## src/rtl/axi_pkg.sv

```systemverilog
// ============================================================================
//  Module      : axi_pkg
//  Description : Shared types, AXI constants and the write-strobe helper for
//                the SRAM-like to AXI bridge.
//  Revision    : 1.0 - initial release
// ============================================================================
`default_nettype none

package axi_pkg;

    typedef enum logic [2:0] {
        IDLE    = 3'd0,
        RD_ADDR = 3'd1,
        RD_DATA = 3'd2,
        WR_ADDR = 3'd3,
        WR_RESP = 3'd4
    } state_t;

    typedef enum logic {
        OWNER_INST = 1'b0,
        OWNER_DATA = 1'b1
    } owner_t;

    localparam logic [1:0] c_BURST_FIXED = 2'b00;
    localparam logic [1:0] c_BURST_INCR  = 2'b01;

    localparam logic [3:0] c_ID_INST = 4'd0;
    localparam logic [3:0] c_ID_DATA = 4'd1;

    // Size 3 is illegal on the CPU side and falls back to a full word.
    function automatic logic [3:0] size_to_wstrb(input logic [1:0] size,
                                                 input logic [1:0] addr_lo);
        case (size)
            2'd0:    return 4'b0001 << addr_lo;
            2'd1:    return addr_lo[1] ? 4'b1100 : 4'b0011;
            default: return 4'b1111;
        endcase
    endfunction

endpackage

`default_nettype wire

```

## src/rtl/sram_like_to_axi.sv

```systemverilog
// ============================================================================
//  Module      : sram_like_to_axi
//  Description : Merges the instruction and data SRAM-like ports onto one
//                single-outstanding AXI master; data has priority.
//  Revision    : 1.0 - initial release
// ============================================================================
`default_nettype none

module sram_like_to_axi
    import axi_pkg::*;
(
    input  logic        clk,
    input  logic        rst,

    input  logic        inst_req,
    input  logic        inst_wr,
    input  logic [1:0]  inst_size,
    input  logic [31:0] inst_addr,
    input  logic [31:0] inst_wdata,
    output logic [31:0] inst_rdata,
    output logic        inst_addr_ok,
    output logic        inst_data_ok,

    input  logic        data_req,
    input  logic        data_wr,
    input  logic [1:0]  data_size,
    input  logic [31:0] data_addr,
    input  logic [31:0] data_wdata,
    output logic [31:0] data_rdata,
    output logic        data_addr_ok,
    output logic        data_data_ok,

    output logic [3:0]  arid,
    output logic [31:0] araddr,
    output logic [7:0]  arlen,
    output logic [2:0]  arsize,
    output logic [1:0]  arburst,
    output logic [1:0]  arlock,
    output logic [3:0]  arcache,
    output logic [2:0]  arprot,
    output logic        arvalid,
    input  logic        arready,

    input  logic [3:0]  rid,
    input  logic [31:0] rdata,
    input  logic [1:0]  rresp,
    input  logic        rlast,
    input  logic        rvalid,
    output logic        rready,

    output logic [3:0]  awid,
    output logic [31:0] awaddr,
    output logic [7:0]  awlen,
    output logic [2:0]  awsize,
    output logic [1:0]  awburst,
    output logic [1:0]  awlock,
    output logic [3:0]  awcache,
    output logic [2:0]  awprot,
    output logic        awvalid,
    input  logic        awready,

    output logic [3:0]  wid,
    output logic [31:0] wdata,
    output logic [3:0]  wstrb,
    output logic        wlast,
    output logic        wvalid,
    input  logic        wready,

    input  logic [3:0]  bid,
    input  logic [1:0]  bresp,
    input  logic        bvalid,
    output logic        bready
);

    state_t      r_state;
    owner_t      r_owner;
    logic [31:0] r_addr;
    logic [1:0]  r_size;
    logic [31:0] r_wdata;
    logic        r_aw_done;
    logic        r_w_done;

    logic        w_idle;
    logic        w_aw_hs;
    logic        w_w_hs;
    logic        w_resp_ok;
    logic        w_unused;

    assign w_idle  = (r_state == IDLE) && !rst;
    assign w_aw_hs = awvalid && awready;
    assign w_w_hs  = wvalid && wready;

    assign data_addr_ok = w_idle && data_req;
    assign inst_addr_ok = w_idle && inst_req && !data_req;

    assign w_resp_ok    = !rst && (((r_state == RD_DATA) && rvalid) ||
                                   ((r_state == WR_RESP) && bvalid));
    assign data_data_ok = w_resp_ok && (r_owner == OWNER_DATA);
    assign inst_data_ok = w_resp_ok && (r_owner == OWNER_INST);
    assign inst_rdata   = rdata;
    assign data_rdata   = rdata;

    assign arid    = (r_owner == OWNER_DATA) ? c_ID_DATA : c_ID_INST;
    assign araddr  = r_addr;
    assign arlen   = 8'd0;
    assign arsize  = {1'b0, r_size};
    assign arburst = c_BURST_INCR;
    assign arlock  = 2'b00;
    assign arcache = 4'b0000;
    assign arprot  = 3'b000;
    assign arvalid = (r_state == RD_ADDR);
    assign rready  = (r_state == RD_DATA);

    assign awid    = c_ID_DATA;
    assign awaddr  = r_addr;
    assign awlen   = 8'd0;
    assign awsize  = {1'b0, r_size};
    assign awburst = c_BURST_INCR;
    assign awlock  = 2'b00;
    assign awcache = 4'b0000;
    assign awprot  = 3'b000;
    assign awvalid = (r_state == WR_ADDR) && !r_aw_done;

    assign wid    = c_ID_DATA;
    assign wdata  = r_wdata;
    assign wstrb  = size_to_wstrb(r_size, r_addr[1:0]);
    assign wlast  = 1'b1;
    assign wvalid = (r_state == WR_ADDR) && !r_w_done;
    assign bready = (r_state == WR_RESP);

    // Response ids and status are not used: only one transaction is ever in flight.
    assign w_unused = ^{rid, rresp, rlast, bid, bresp};

    always_ff @(posedge clk) begin
        if (rst) begin
            r_state   <= IDLE;
            r_owner   <= OWNER_INST;
            r_addr    <= '0;
            r_size    <= '0;
            r_wdata   <= '0;
            r_aw_done <= 1'b0;
            r_w_done  <= 1'b0;
        end else begin
            case (r_state)
                IDLE: begin
                    if (data_req) begin
                        r_owner <= OWNER_DATA;
                        r_addr  <= data_addr;
                        r_size  <= data_size;
                        r_wdata <= data_wdata;
                        r_state <= data_wr ? WR_ADDR : RD_ADDR;
                    end else if (inst_req) begin
                        r_owner <= OWNER_INST;
                        r_addr  <= inst_addr;
                        r_size  <= inst_size;
                        r_wdata <= inst_wdata;
                        r_state <= inst_wr ? WR_ADDR : RD_ADDR;
                    end
                end
                RD_ADDR: if (arready) r_state <= RD_DATA;
                RD_DATA: if (rvalid)  r_state <= IDLE;
                WR_ADDR: begin
                    // AW and W complete independently; leave once both have.
                    if ((r_aw_done || w_aw_hs) && (r_w_done || w_w_hs)) begin
                        r_state   <= WR_RESP;
                        r_aw_done <= 1'b0;
                        r_w_done  <= 1'b0;
                    end else begin
                        if (w_aw_hs) r_aw_done <= 1'b1;
                        if (w_w_hs)  r_w_done  <= 1'b1;
                    end
                end
                WR_RESP: if (bvalid) r_state <= IDLE;
                default: r_state <= IDLE;
            endcase
        end
    end

endmodule

`default_nettype wire

```

## config.mk

```make
export PLATFORM = sky130hd
export DESIGN_NAME = sram_like_to_axi
export DESIGN_NICKNAME = d
export VERILOG_FILES = /design/src/rtl/axi_pkg.sv /design/src/rtl/sram_like_to_axi.sv
export SDC_FILE = /design/constraint.sdc
export NUM_CORES = 1
export LEC_CHECK = 0
export ABC_AREA = 1
export BUFFER_PORTS_ARGS = -buffer_cell sky130_fd_sc_hd__clkbuf_2
export CAP_MARGIN = 25
export CORE_AREA = 5 5 159 161
export DETAILED_ROUTE_END_ITERATION = 10
export DIE_AREA = 0 0 164 166
export HOLD_SLACK_MARGIN = 0.02
export PLACE_DENSITY = 0.45
export SYNTH_ARGS = -nofsm -noshare
export SYNTH_HDL_FRONTEND = slang
export SYNTH_SLANG_ARGS = --single-unit
```

## constraint.sdc

```tcl
create_clock -name clk -period 2.37 [get_ports clk]
set_input_delay 0 -clock clk [delete_from_list [all_inputs] [get_ports clk]]
set_output_delay 0 -clock clk [all_outputs]
set_load 0.1 [all_outputs]
```

### After elaboration in Yosys (flattened, before gate mapping)

Cells that the tools add are included.

| storage, ports and cells | value |
|---|---|
| bits in registers | 72 |
| input bits | 188 |
| output and inout bits | 230 |
| word-level logic and storage cells | 73 |

| operators by class | value |
|---|---|
| eq/ne operators | 10 |
| shift operators | 1 |
| muxes and demuxes | 24 |
| bitwise logic cells | 1 |
| reductions and logical operators | 30 |

Operators with widths:

| kind | count |
|---|---|
| $mux W32 | 4 |
| $mux W3 | 6 |
| $pmux W3 S5 | 1 |
| $logic_and A1 B1 Y1 | 14 |
| $mux W2 | 4 |
| $pmux W4 S2 | 1 |
| $mux W1 | 7 |
| $eq A3 B2 Y1 const B | 2 |
| $reduce_and A2 Y1 | 3 |
| $reduce_bool A2 Y1 | 3 |
| $reduce_and A5 Y1 | 1 |
| $logic_not A1 Y1 | 4 |
| $mux W4 | 1 |
| $ne A2 B1 Y1 const B | 2 |
| $ne A2 B2 Y1 const B | 2 |
| $shl A1 B2 Y4 const A | 1 |
| $eq A3 B1 Y1 const B | 1 |
| $eq A3 B3 Y1 const B | 1 |
| $logic_not A3 Y1 | 1 |
| $logic_or A1 B1 Y1 | 3 |
| $ne A3 B3 Y1 const B | 1 |
| $eq A2 B1 Y1 const B | 1 |
| $logic_not A2 Y1 | 1 |
| $not A1 Y1 | 1 |

### Longest topological paths before layout

Gate-level depths: netlist of the first run.

| depth | value |
|---|---|
| word-level depth | 7 |
| depth in mapped cells | 9 |
| depth with buffers taken out | 8 |

### Least setup slack after synthesis of the first run

No wires, ideal clock.

| timing path | value |
|---|---|
| path type | register to output |
| from | register r_addr[1], in the netlist araddr[1] |
| to | output wstrb[2] |
| data arrival time | 3285 ps |
| required time | 2370 ps |
| slack | -915 ps |
| cell stages (with the launch flop) | 3 |
| path buffers | 0 |
| cells stage by stage | dfxtp_1 inv_1 o21ai_0 |

| on the way | value |
|---|---|
| cells in the longest elaborated chain, start to end | 2 |
| elaborated cells between the ends (all ways) | 3 |
| classes of those cells | 1 x shift; 2 x mux |

RTL lines:

| element | line | source |
|---|---|---|
| from (decl) | sram_like_to_axi.sv:77 | `logic [31:0] r_addr;` |
| from (signal assigned) | sram_like_to_axi.sv:148 | `r_addr <= data_addr;` |
| from (signal assigned) | sram_like_to_axi.sv:154 | `r_addr <= inst_addr;` |
| $mux W4 or $shl A1 B2 Y4 (tied branches) | axi_pkg.sv:35, axi_pkg.sv:34 |  |
| $pmux W4 S2 * | axi_pkg.sv:33 | `case (size)` |
| to (decl) | sram_like_to_axi.sv:64 | `output logic [3:0] wstrb,` |

Every way passes the cells marked *; elsewhere a longest branch is shown, timed or not.

### Worst setup path after layout of the first run

| timing path | value |
|---|---|
| from | register r_state[1] |
| to | output inst_data_ok |

| on the way | value |
|---|---|
| cells in the longest elaborated chain, start to end | 5 |
| elaborated cells between the ends (all ways) | 7 |
| classes of those cells | 2 x eq/ne; 5 x reduce/logical |

RTL lines:

| element | line | source |
|---|---|---|
| from (decl) | sram_like_to_axi.sv:75 | `state_t r_state;` |
| from (signal assigned) | sram_like_to_axi.sv:151 | `r_state <= data_wr ? WR_ADDR : RD_ADDR;` |
| from (signal assigned) | sram_like_to_axi.sv:157 | `r_state <= inst_wr ? WR_ADDR : RD_ADDR;` |
| $eq A3 B2 Y1 or $eq A3 B3 Y1 (tied branches) | sram_like_to_axi.sv:96, sram_like_to_axi.sv:97 |  |
| $logic_and A1 B1 Y1 (on tied branches) | sram_like_to_axi.sv:96, sram_like_to_axi.sv:97 |  |
| $logic_or A1 B1 Y1 * | sram_like_to_axi.sv:96 | `assign w_resp_ok = !rst && (((r_state == RD_DATA) && rvalid) \|\|` |
| $logic_and A1 B1 Y1 * | sram_like_to_axi.sv:96 |  |
| $logic_and A1 B1 Y1 * | sram_like_to_axi.sv:99 | `assign inst_data_ok = w_resp_ok && (r_owner == OWNER_INST);` |
| to (decl) | sram_like_to_axi.sv:22 | `output logic inst_data_ok,` |

Marked as above.

==> results of run 1 <==
==> routing by layer <==
metal  vias to the layer above  routed length (um)
met5                         -                   0
met2                       241                9320
met1                      2331                6610
li1                       2619                   -
met3                        18                1410
met4                         0                 258
==> flip-flops by register name (all words and copies together) (netlist names) <==
name	count
araddr	32
wdata	32
r_state	3
r_size	2
r_aw_done	1
r_owner	1
r_w_done	1
==> cells in the mapped netlist (all sizes together) <==
cell type  number  share of area
nor3            1         0.0011
o22ai           2         0.0027
nand3           8         0.0086
dfxtp          72           0.31
nand4           2         0.0027
a21oi          70          0.075
conb            2         0.0016
nor2           16          0.015
buf           172           0.27
clkbuf         15          0.012
nand2         342           0.27
inv            21          0.017
o21ai           9          0.012
==> cell type report <==
class / count / share of cell area
well taps: 324 / 0.0540
repair buffers: 415 / 0.432
inverters: 21 / 0.0108
clock inverters: 6 / 0.00899
flip-flops and latches: 72 / 0.192
multi-input cells: 502 / 0.270
clock buffers: 10 / 0.0318
==> worst min-delay path: stages <==
cell and delay (ps):
clkbuf_2 80, nand2_1 60, nand2_1 60, nand2_1 60
a21oi_1 50
==> timing repair <==
| item | 4_1_cts | 5_1_grt |
|---|---|---|
| endpoints found under the hold margin | 127 | 0 |
| buffers inserted | 0 | 0 |
| hold buffers | 153 | 0 |
==> stage by stage <==
step | TNS (ps) | hold WS (ps)
6_report | 0 | 39.2
5_1_grt | 0 | 58.7
4_1_cts | 0 | 20.1
3_5_place_dp | 0 | 0.994
3_3_place_gp | 0 | 0.994
2_1_floorplan | -657 | 212
==> layout by cell type (no fill, tap or decap) <==
| cell | netlist | layout |
|---|---|---|
| o21ai_1 | 0 | 4 |
| clkinvlp_4 | 0 | 2 |
| conb_1 | 2 | 52 |
| buf_4 | 157 | 4 |
| nand2_1 | 342 | 342 |
| inv_4 | 1 | 1 |
| clkbuf_2 | 0 | 253 |
| clkbuf_16 | 0 | 9 |
| nor2_1 | 14 | 14 |
| buf_12 | 0 | 37 |
| inv_1 | 18 | 18 |
| nor2_2 | 1 | 1 |
| clkinv_4 | 0 | 1 |
| nor3_2 | 0 | 1 |
| nor2_4 | 1 | 1 |
| o21ai_0 | 8 | 4 |
| inv_2 | 2 | 2 |
| nand3_1 | 8 | 8 |
| bufinv_16 | 0 | 1 |
| dfxtp_1 | 72 | 72 |
| clkbuf_8 | 0 | 1 |
| o22ai_1 | 2 | 2 |
| nand4_1 | 2 | 2 |
| inv_6 | 0 | 1 |
| o21ai_4 | 1 | 1 |
| a21oi_1 | 70 | 70 |
| dlygate4sd3_1 | 0 | 121 |
| clkinv_2 | 0 | 1 |
==> worst max path at each step <==
stage / startpoint / end / slack (ps) / cells past startpoint
final: r_state[1] / inst_data_ok / 380 / 7
after global routing: r_state[1] / inst_data_ok / 190 / 7
after CTS: r_state[1] / inst_data_ok / 340 / 7
after detailed placement: r_state[1] / araddr[1] / 550 / 7
after global placement: r_state[1] / araddr[1] / 590 / 7
after floorplan: araddr[1] / wstrb[2] / -180 / 2
==> cells by family after synthesis <==
group | count (synthesis)
AO/OA/AOI/OAI | 81
flip-flops | 72
other | 2
AND/OR/NAND/NOR | 369
buffers and inverters | 208
==> power groups by stage <==
stage	logic, W	registers, W	clock network (W)
after detailed placement	0.00560	0.00175	0
after global routing	0.00661	0.00176	0.00155
after floorplan	0.00372	0.00350	0
after global placement	0.00561	0.00174	0
after CTS	0.00635	0.00172	0.00150
final	0.00631	0.00172	0.00143
==> metrics.txt, run 1 <==
Hold/Removal Path Class=in -> reg; Seq. cell area=about 0.0014 mm^2; met2 Use GR=0.238; Area Growth Syn to Fin=60.5%; area of the multi-input gates=0.00203 mm^2; WP data required=2370 ps; register area share after synthesis=0.308; die area=0.0272 mm^2; sw frac=0.644; HPWL after DPL=11700 um; H-tree depth=3; ANT nets after route=0; Final Cell Area=0.00751 mm^2; clk slew on worst S/H paths=60 ps; Critical R2R Launch=r_state[1]; most used routing layer=met2; Row Count=57; clk_lat worst skew=330 ps; total global-route track usage=0.122; kind of critical path=reg -> out; Simple-Gate Fraction of Synth Area=0.301; Top delay family on crit path=buffers and inverters; peak supply drop=roughly 0.9 mV; Setup Skew=8.76 ps; met3 Use GR=0.0352; ant diodes=0; XOR/XNOR Fraction of Synth Area=0; CP peak stage delay=500 ps; RSZ-0062 raised after global routing=false; status=finished clean; number of synthesized register bits=72; main combinational cell family by area after synthesis=simple AND/OR/NAND/NOR gates; Leak=3.94 nW; worst endpoint data arrival time=~2000 ps; Distinct cells, synth=21; Via Count=5209; minimum clock period=1990 ps; CTS Buf Count=9; Sink Count=72; cell area power density=1260 mW/mm^2; Syn Inst Count=about 730; adder-cell share of the synthesized area=0; Total Power=~0.0095 W; largest net degree at the start of global routing=70; Syn Area/Cell=~6.4 um^2; Synth warnings=0; Cell Chain, Critical Path=inv_1 -> nor2_1 -> nand2_1 -> o22ai_1 -> inv_1 -> nor3_2 -> clkbuf_2; WL/cell=13.0 um; Hold Path Depth=5; HP Start=data_wdata[19]; Crit-path slowest cell=clkbuf_2; Inst Count DP=1181; Die Y=166 um; drt drc=0; vias per inst=3.86; I/O pins=approximately 420; Clock Root Buffer=clkbuf_16; DRT Pass-1 Iters=4; final cell count without fillers=1350; Finished Core Util=0.315; first-pass GRT wire length=26600 um; 1st-iter DRT viols=168; placed inst area=~0.0054 mm^2; internal cell power=0.00337 W; M1 GR Usage=0.124; Max Fclk=502 MHz; Slew Limit Fails=0; Slew HR=0.478; die width=between 150 and 200 um; mux contribution to synthesized area=0; vias in the first global route=between 5000 and 6000; Initial Utilization=0.197; Final period util=0.841; max-cap viol count=0; Routed WL=17600 um; Clock power frac=0.151; Post-CTS Resized=0; R2R depth=7; Final WS setup=377 ps; gr ovfl total=0; Setup crit start kind=register; Nets=1209; CTS tree=done; Cell Area, Synth=0.00468 mm^2; Routability Congestion=around 0.75; power share of the combinational group=0.667; Buf+Inv Stages, Crit Path=3; net switching power=0.00610 W; most used cell, CP=inv_1; r2r setup slk=540 ps; CTS Buffer Depth=2; Tightest Pin Transition=783 ps; initial antenna violation count=0; critical path peak fanout=6; Compound-Gate Fraction of Synth Area=0.0895; core area=0.0238 mm^2; share of cells above drive strength 1=0.309; RR Endpoint=araddr[1]; final setup fails=0; CP endpoint kind=primary output; sequential power share=0.182; Layout fillers=2600; PortBufs=256; Final Hold Viols=0; Endpoint, Worst Hold=wdata[19]; Post-Place Worst Slack=551 ps
Note: power is estimated with default switching activity, not from simulation.
==> run 2, diff against run 1 <==
--- a/config.mk
+++ b/config.mk
@@ -5,12 +5,12 @@
 export SDC_FILE = /design/constraint.sdc
 export NUM_CORES = 1
 export LEC_CHECK = 0
-export ABC_AREA = 1
+export ABC_AREA = 0
 export BUFFER_PORTS_ARGS = -buffer_cell sky130_fd_sc_hd__clkbuf_2
 export CAP_MARGIN = 25
-export CORE_AREA = 5 5 159 161
+export CORE_AREA = 5 5 160 162
 export DETAILED_ROUTE_END_ITERATION = 10
-export DIE_AREA = 0 0 164 166
+export DIE_AREA = 0 0 165 167
 export HOLD_SLACK_MARGIN = 0.02
 export PLACE_DENSITY = 0.45
 export SYNTH_ARGS = -nofsm -noshare
==> constraint.sdc (replaced) <==
create_clock -name clk -period 1.9 [get_ports clk]
set_input_delay 0 -clock clk [delete_from_list [all_inputs] [get_ports clk]]
set_output_delay 0 -clock clk [all_outputs]
set_load 0.1 [all_outputs]
==> run 2 against run 1 <==
Net effect:
- hold slack got worse by 12 ps
- cell count fell by 21%
- sequential share of layout area grew 0.78 points
- combinational power down 14%
- wire length decreased by 5.9%
- register-to-register slack got worse by 380 ps
- global-route usage down 0.85 points
- count of clock-buffer cells in the layout up 1
- clock power rose by 30%
- flip-flop and latch count is the same
- clock skew increased by 1.2 ps
- final area down 3.8%
- largest cell class unchanged
- highest routed layer unchanged
==> metrics.txt, run 2 <==
status=finished clean; share of cells above drive strength 1=0.503; peak supply drop=0.513 mV; largest area contributor in the netlist=dfxtp_1; Leak=3.43 nW; vias in the first global route=~4500; Syn Area/Cell=9.41 um^2; kind of critical path=reg -> out; CP endpoint kind=primary output; post-CTS setup buffer count=0; Nets=931; Slew HR=0.595; Routability Congestion=0.706; DRT Pass-1 Iters=4; most common cell in the netlist=buf_4; H-tree depth=3; worst endpoint data arrival time=1750 ps; vias per inst=4.02; I/O pins=418; Synth area leaders=dfxtp_1 (30%), buf_4 (24%), mux2i_1 (14%); core area=roughly 0.024 mm^2; Sink Count=72; number of synthesized flops with an enable pin=0; Yosys top cell area share=0.299; clk slew on worst S/H paths=60 ps; R2R depth=5; Via Count=4308; initial antenna violation count=0; max-cap viol count=0; r2r setup slk=around 160 ps; Main synth FF type=dfxtp_1; Syn Inst Count=512; total global-route track usage=0.114; HP Start=inst_size[0]; drt drc=0; Setup crit start kind=register; WP data required=1900 ps; Max Fclk=572 MHz; Clock Root Buffer=clkbuf_16; Hold/Removal Path Class=in -> reg; CTS tree=done; Layout fillers=2538; worst hold slack=27.1 ps; ant diodes=0; die area=0.0276 mm^2; area of the multi-input gates=0.00230 mm^2; number of synthesized register bits=between 70 and 80; Hold Path Depth=3; minimum clock period=1750 ps; Final period util=0.920; PortBufs=256; Slew Limit Fails=0; WL/cell=15.4 um; Distinct cells, synth=31; CTS Buffer Depth=2; Synth warnings=0; Tightest Pin Transition=a little over 600 ps; RSZ-0062 raised after global routing=false; final setup fails=0; gr ovfl total=0; commonest non-fill, non-tap cell in the layout=clkbuf_2; largest net degree at the start of global routing=41; cell area power density=1280 mW/mm^2; Critical R2R Launch=r_state[2]; Row Count=57; first-pass GRT wire length=24800 um; Routed WL=between 15000 and 20000 um; critical path peak fanout=7; register area share after synthesis=0.299; ANT nets after route=0; Setup Skew=9.96 ps; Seq. cell area=0.00144 mm^2; Area Growth Syn to Fin=50.0%; Cell Area, Synth=0.00482 mm^2; commonest non-fill, non-tap cells in the layout=clkbuf_2 (248), a21oi_1 (70), dfxtp_1 (70); Final Hold Viols=0; Die Y=roughly 170 um; Commonest cells post-synth=buf_4 (153), dfxtp_1 (72), a21oi_1 (70), mux2i_1 (67), a211oi_2 (40); Initial Utilization=0.201; setup TNS=0 ps; die width=~170 um; ys async rst share=0; CP startpoint=r_state[2]; Endpoint, Worst Hold=r_size[0]; clk_lat worst skew=340 ps; 1st-iter DRT viols=86; RR Endpoint=r_w_done; HPWL after DPL=11800 um; CTS Buf Count=9
## run 2: worst max path at each step
stage            endpoint  depth (start not counted)
2_1_floorplan  r_state[2]                          4
3_3_place_gp    wdata[17]                          5
3_5_place_dp    wdata[17]                          5
4_1_cts          r_w_done                          5
5_1_grt          r_w_done                          5
6_report           bready                          3
## run 2: layout make-up
class                      instances  area share
timing repair buffer             362       0.379
multi-input combinational        293       0.318
sequential                        72       0.200
tap                              324      0.0561
clock buffer                      11      0.0336
clock inverter                     5      0.0111
inverter                           5     0.00260
## run 2: power by group
part	leakage (nW)	switching (W)	internal, W
clock	0.152	0.000680	0.00118
combinational	2.68	0.00441	0.00102
sequential	0.598	0.000190	0.00174
total	3.43	0.00528	0.00394
## run 2: metal layers
metal / vias to the layer above / GRT usage / share of wire / wire, um
met4: 0 / 0.0318 / 0.016 / 268
met3: 21 / 0.0356 / 0.087 / 1430
met2: 240 / 0.208 / 0.52 / 8640
met5: - / 0 / 0 / 0
met1: 1966 / 0.124 / 0.38 / 6220
li1: 2081 / - / - / -
## run 2: worst max-delay path: stages (launching register included)
cell	delay, ps
dfxtp_1	430
buf_4	200
nor3b_2	270
clkbuf_2	510
## run 2: stage by stage
| step | utilization | area [um^2] | worst slack, ps | total power, W | std cells |
|---|---|---|---|---|---|
| floorplan | - | 5130 | -396 | 0.00671 | 562 |
| global placement | 0.237 | 5680 | 329 | 0.00659 | 966 |
| detailed placement | 0.237 | 5680 | 324 | 0.00660 | 966 |
| CTS | 0.302 | 7230 | 23.1 | 0.00935 | 1072 |
| global route | 0.302 | 7230 | 21.9 | 0.00960 | 1072 |
| finish | 0.302 | 7230 | 152 | 0.00922 | 1072 |
## run 2: logic make-up after synthesis
| logic type | Yosys count | share of synthesized area |
|---|---|---|
| AO/OA/AOI/OAI | 149 | 0.240 |
| buffers and inverters | 197 | 0.283 |
| flip-flops | 72 | 0.299 |
| multiplexers | 68 | 0.144 |
| other | 2 | 0.00156 |
| AND/OR/NAND/NOR | 24 | 0.0327 |
## run 2: timing repair
item                                   4_1_cts  5_1_grt
setup endpoints to repair                    2        1
gates resized for setup                      2        1
cloned                                       0        0
hold buffers                                90        0
endpoints found under the hold margin       98        0
